File: src/rtl/tt_proj_sel.sv
// Project selector: pad-strobed address picks one of N_PROJ wrappers, forwards pad I/O to it.
// Optional macro TT_PROJ_SEL_LIVE_SWITCH_EN lets the address move while a project is enabled.
module tt_proj_sel #(
  parameter int N_PROJ   = 24,
  parameter int ADDR_W   = 5,
  parameter int RST_HOLD = 4
) (
  input  logic                 clk,
  input  logic                 rst,
  input  logic                 sel_inc,
  input  logic                 sel_clr,
  input  logic                 sel_ena,
  input  logic                 pad_clk,
  input  logic                 pad_rst_n,
  input  logic [7:0]           pad_ui_in,
  input  logic [7:0]           pad_uio_in,
  output logic [7:0]           pad_uo_out,
  output logic [7:0]           pad_uio_out,
  output logic [7:0]           pad_uio_oe,
  output logic [N_PROJ-1:0]    proj_ena,
  output logic [18*N_PROJ-1:0] proj_iw,
  input  logic [24*N_PROJ-1:0] proj_ow,
  output logic [ADDR_W-1:0]    sel_addr
);

  typedef enum logic [1:0] {IDLE, HOLD, RUN} state_t;

  // One extra bit so N_PROJ == 2^ADDR_W still compares correctly.
  localparam logic [ADDR_W:0] N_PROJ_W  = (ADDR_W+1)'(N_PROJ);
  localparam logic [3:0]      HOLD_LAST = 4'(RST_HOLD - 1);

  state_t            state;
  logic [ADDR_W-1:0] addr;
  logic [3:0]        cnt;
  logic [1:0]        inc_sync, clr_sync, ena_sync;
  logic              inc_dly;
  logic              inc_rise, clr_s, ena_s, addr_upd, addr_ok;
  logic [ADDR_W-1:0] addr_nxt;
  logic [23:0]       ow_sel, out_q;
  logic              fwd_rst_n;

  always_ff @(posedge clk or posedge rst) begin
    if (rst) begin
      inc_sync <= '0;
      clr_sync <= '0;
      ena_sync <= '0;
      inc_dly  <= 1'b0;
    end else begin
      inc_sync <= {inc_sync[0], sel_inc};
      clr_sync <= {clr_sync[0], sel_clr};
      ena_sync <= {ena_sync[0], sel_ena};
      inc_dly  <= inc_sync[1];
    end
  end

  assign inc_rise = inc_sync[1] & ~inc_dly;
  assign clr_s    = clr_sync[1];
  assign ena_s    = ena_sync[1];
  assign addr_upd = clr_s | inc_rise;
  assign addr_nxt = clr_s ? '0 : addr + ADDR_W'(1);
  assign addr_ok  = {1'b0, addr} < N_PROJ_W;

  always_comb begin
    ow_sel = '0;
    for (int k = 0; k < N_PROJ; k++) begin
      if (addr == ADDR_W'(k)) ow_sel = proj_ow[24*k +: 24];
    end
  end

  always_ff @(posedge clk or posedge rst) begin
    if (rst) begin
      state <= IDLE;
      addr  <= '0;
      cnt   <= '0;
      out_q <= '0;
    end else begin
      case (state)
        IDLE: begin
          out_q <= '0;
          cnt   <= '0;
          // An address change defers enabling by a cycle so HOLD always sees the new address.
          if (addr_upd)
            addr <= addr_nxt;
          else if (ena_s && addr_ok)
            state <= HOLD;
        end
        HOLD, RUN: begin
          if (!ena_s) begin
            state <= IDLE;
            cnt   <= '0;
            out_q <= '0;
          end
`ifdef TT_PROJ_SEL_LIVE_SWITCH_EN
          else if (addr_upd) begin
            addr  <= addr_nxt;
            cnt   <= '0;
            out_q <= '0;
            state <= ({1'b0, addr_nxt} < N_PROJ_W) ? HOLD : IDLE;
          end
`endif
          else begin
            out_q <= ow_sel;
            if (state == HOLD) begin
              if (cnt == HOLD_LAST) begin
                state <= RUN;
                cnt   <= '0;
              end else begin
                cnt <= cnt + 4'd1;
              end
            end
          end
        end
        default: state <= IDLE;
      endcase
    end
  end

  assign sel_addr = addr;
  assign {pad_uio_oe, pad_uio_out, pad_uo_out} = out_q;
  assign fwd_rst_n = (state == RUN) & pad_rst_n;

  // Enables and forwarding decode straight from state, so reset clears them without a clock.
  always_comb begin
    proj_ena = '0;
    proj_iw  = '0;
    for (int k = 0; k < N_PROJ; k++) begin
      if (state != IDLE && addr == ADDR_W'(k)) begin
        proj_ena[k]          = 1'b1;
        proj_iw[18*k +: 18]  = {pad_uio_in, pad_ui_in, fwd_rst_n, pad_clk};
      end
    end
  end

endmodule

File: config.mk
export PLATFORM = sky130hd
export DESIGN_NAME = tt_proj_sel
export DESIGN_NICKNAME = d
export VERILOG_FILES = /design/src/rtl/tt_proj_sel.sv
export SDC_FILE = /design/constraint.sdc
export NUM_CORES = 1
export LEC_CHECK = 0
export BUFFER_PORTS_ARGS = -buffer_cell sky130_fd_sc_hd__buf_4
export CELL_PAD_IN_SITES_DETAIL_PLACEMENT = 1
export CELL_PAD_IN_SITES_GLOBAL_PLACEMENT = 2
export CORE_AREA = 8 8 412 414
export CTS_BUF_LIST = sky130_fd_sc_hd__clkbuf_8
export DETAILED_ROUTE_END_ITERATION = 6
export DIE_AREA = 0 0 420 422
export PLACE_DENSITY = 0.43
export SYNTH_ARGS = -nofsm -noshare
export SYNTH_HDL_FRONTEND = slang
export SYNTH_SLANG_ARGS = --single-unit
File: constraint.sdc
create_clock -name clk -period 3.71 [get_ports clk]
set_clock_uncertainty 0.2 [all_clocks]
set_input_delay 0.5565 -clock clk [delete_from_list [all_inputs] [get_ports clk]]
set_output_delay 0.5565 -clock clk [all_outputs]
set_load 0.1 [all_outputs]
==> metrics.md <==
| Metric | Value |
|---|---|
| Synth top area share | `21.9%` |
| CTS Sinks | `42` |
| Setup WS post-layout | `0.0604 ns` |
| Pwr Density | `562 nW/um2` |
| Cell mode on critical path | `buf_4` |
| Most frequent cell after synthesis | `and2_1` |
| CTS tree | `yes` |
| Synth Register Bits | `42` |
| Htree depth | `2` |
| Status | `finished, final reports clean` |
| Die area | `177000 um2` |
| Vias in the first global route | `20500` |
| Core area | `163000 um2` |
| Via count | `19300` |
| NumNets Final | `3439` |
| Area contributors post-synth | `and2_1, dfrtp_1, a21oi_1` |
| Area delta synth->final | `113%` |
| Yosys cell types | `84` |
| Routed WL per cell | `34.1 um` |
| Final WL | `172000 um` |
| Syn Inst Count | `1738` |
| Total Power | `0.0136 W` |
| Die H | `422 um` |
| Top_reg_cell synth | `dfrtp_1` |
| Site Rows | `149` |
| Avg Synthesized Cell Area | `6.54 um2` |
| Initial antenna violation count | `61` |
| Pin count of the biggest net entering global routing | `41` |
| Worst IR drop on VDD | `0.389 mV` |
| Post-DRT Antenna Nets | `0` |
| CP arrival | `3.73 ns` |
| Initial Utilization | `6.96%` |
| # DRC | `0` |
| CP endpoint kind | `flop` |
| Synthesis Warnings | `0` |
| CTS Buf Count | `5` |
| Syn Nets | `2347` |
| M2 GR Usage | `37.1%` |
| Pre-CTS setup slack | `-0.317 ns` |
| Min Tclk post-route | `3.65 ns` |
| Final-report setup violation count | `0` |
| Root buf cell | `clkbuf_8` |
| Number of synthesized flops with an enable pin | `0` |
| Critical Path Fanout Max | `11` |
| Initial DRC count | `1131` |
| Final hold vios | `0` |
| Clock Tree Buf Depth | `2` |
| DIE WIDTH | `420 um` |
| FFs w/ async S/R, synth | `100%` |
| Overflow after GRT | `0` |
| Max_cap viols | `0` |
| Synthesized area | `11400 um2` |
| Worst-Margin Slew | `0.864 ns` |
| RD Place Congestion | `0.825` |
| Post-synthesis sequential area ratio | `9.24%` |
| I/O pin cnt | `1084` |
| Critical path class | `reg2reg` |
| First-pass GRT wire length | `217000 um` |
| Slew headroom | `41.9%` |
| Layout cells sized above 1 | `56.7%` |
| CP max stage delay | `0.69 ns` |
| Gr usage total | `18.2%` |
| HPWL after detailed placement | `149000 um` |
| Grt met3 use | `2.56%` |
| Worst hold path class | `in2reg` |
| Number of port buffers | `1083` |
| Sequential cell area | `1070 um2` |
| GRT met1 Usage | `18.6%` |
| Slowest cell on crit path | `a211oi_2` |
| Slew Viols, Final | `0` |
| Fmax | `274 MHz` |
| Clk Latency, worst-skew pair | `0.36 ns` |
| Post-synth top cells | `and2_1, nor2_1, nand2_1, clkbuf_1, a21oi_1` |
| Dominant cell type by area after synthesis | `and2_1` |
| CP Launch Type | `flop` |
| Via-to-Cell Ratio | `3.81` |
| LEAKAGE | `11.0 nW` |
| Multi-input gate area | `10100 um2` |
| Period utilisation layout | `98.4%` |
| Cell Chain, Critical Path | `inv_1 > ha_4 > buf_12 > buf_4 > nor4b_2 > buf_4 > a22o_1 > a211oi_2 > o211ai_1 > buf_4 > a31oi_1 > o21ai_1` |
| DRT Pass-1 Iters | `5` |
| Fillers | `19700` |
| Clk slew on worst S/H paths | `0.14 ns` |
| Grt peak-use layer | `met2` |
| Critical Path RT | `3.79 ns` |
-- stage by stage --
stage / hold WS [ns] / setup TNS, ns / cells / utilization, % / cell area [um2]
floorplan: 0.131 / -0.210 / 1738 / - / 11900
global placement: 0.136 / -2.16 / 5003 / 14.4 / 23600
detailed placement: 0.136 / -2.44 / 5003 / 14.4 / 23600
CTS: 0.0460 / 0 / 5018 / 14.6 / 23900
global route: 0.0558 / -0.0898 / 5042 / 14.8 / 24100
finish: 0.0875 / 0 / 5052 / 14.8 / 24200
-- cell type report --
| class | count | area share, % |
|---|---|---|
| antenna | 32 | 0.331 |
| clock buffer | 5 | 0.285 |
| clock inverter | 3 | 0.0776 |
| inverter | 22 | 0.362 |
| multi-input combinational | 1476 | 41.7 |
| sequential | 42 | 4.42 |
| tap | 2189 | 11.3 |
| timing repair buffer | 1283 | 41.5 |
-- sequential cells by signal (all words and copies together), names as in the netlist --
| name | cells |
|---|---|
| out_q | 24 |
| sel_addr | 5 |
| cnt | 4 |
| clr_sync | 2 |
| ena_sync | 2 |
| inc_sync | 2 |
| state | 2 |
| inc_dly | 1 |
-- path summary, 6_finish.rpt --
path | start | endpoint | slack, ns | cells past startpoint
setup / recovery | sel_addr[1] | out_q[22] | 0.06 | 12
hold / removal | sel_ena | ena_sync[0] | 0.09 | 1
setup reg to reg | sel_addr[1] | out_q[22] | 0.06 | 12
hold reg to reg | clr_sync[0] | clr_sync[1] | 0.16 | 0
max in group asynchronous | rst | sel_addr[2] | 1.99 | 4
min in group asynchronous | rst | out_q[16] | 0.55 | 3
-- kinds of logic (layout without fill, tap and decap cells) --
group                    after synthesis  in the layout  synth area share, %
AND/OR/NAND/NOR                      899            899                 45.7
AO/OA/AOI/OAI                        566            566                 35.3
buffers and inverters                220           1313                 8.60
flip-flops                            42             42                 9.24
adder cells (fa/ha/maj)               10             10                 1.10
multiplexers                           1              1               0.0880
other                                  0             32                    0
-- critical path: cells and delay by family (launching register included) --
family | cells | cell delay (ns)
adders and majority gates | 1 | 0.24
buffers and inverters | 5 | 0.90
AOI/OAI and AO/OA | 5 | 1.56
DFF | 1 | 0.49
and+or+nand+nor | 1 | 0.17
-- per-layer routing --
layer,vias up,routed length [um],share of wire (%)
met3,156,7200,4.2
met4,8,6490,3.8
li1,8584,-,-
met2,737,98100,57
met5,-,55,0.032
met1,9786,60700,35
-- where the power goes --
group,leakage [nW],internal (W),switching (W)
combinational,10.4,0.00355,0.00873
sequential,0.548,0.000624,0.000279
clock,0.0485,0.000135,0.000280
total,11.0,0.00431,0.00929
-- what timing repair did --
action / 4_1_cts / 5_1_grt
pin swaps: 2 / 2
endpoints found under the hold margin: 11 / 0
hold buffers: 1 / 0
setup buffers: 6 / 2
gates resized for setup: 31 / 39
setup endpoints to repair: 210 / 129
-- cells in the final DEF (no fill, tap or decap), drive strengths merged, types with 21 or more instances in the layout --
| cell | count |
|---|---|
| and3 | 26 |
| nand3 | 21 |
| nand2 | 118 |
| nand2b | 22 |
| diode | 32 |
| o211ai | 21 |
| a221oi | 45 |
| a211oi | 28 |
| o22ai | 56 |
| dfrtp | 42 |
| nor2 | 134 |
| a221o | 21 |
| buf | 1282 |
| a21oi | 109 |
| o21ai | 92 |
| nor3 | 62 |
| and2 | 398 |
| o221ai | 27 |
Note: power is estimated with default switching activity, not from simulation.
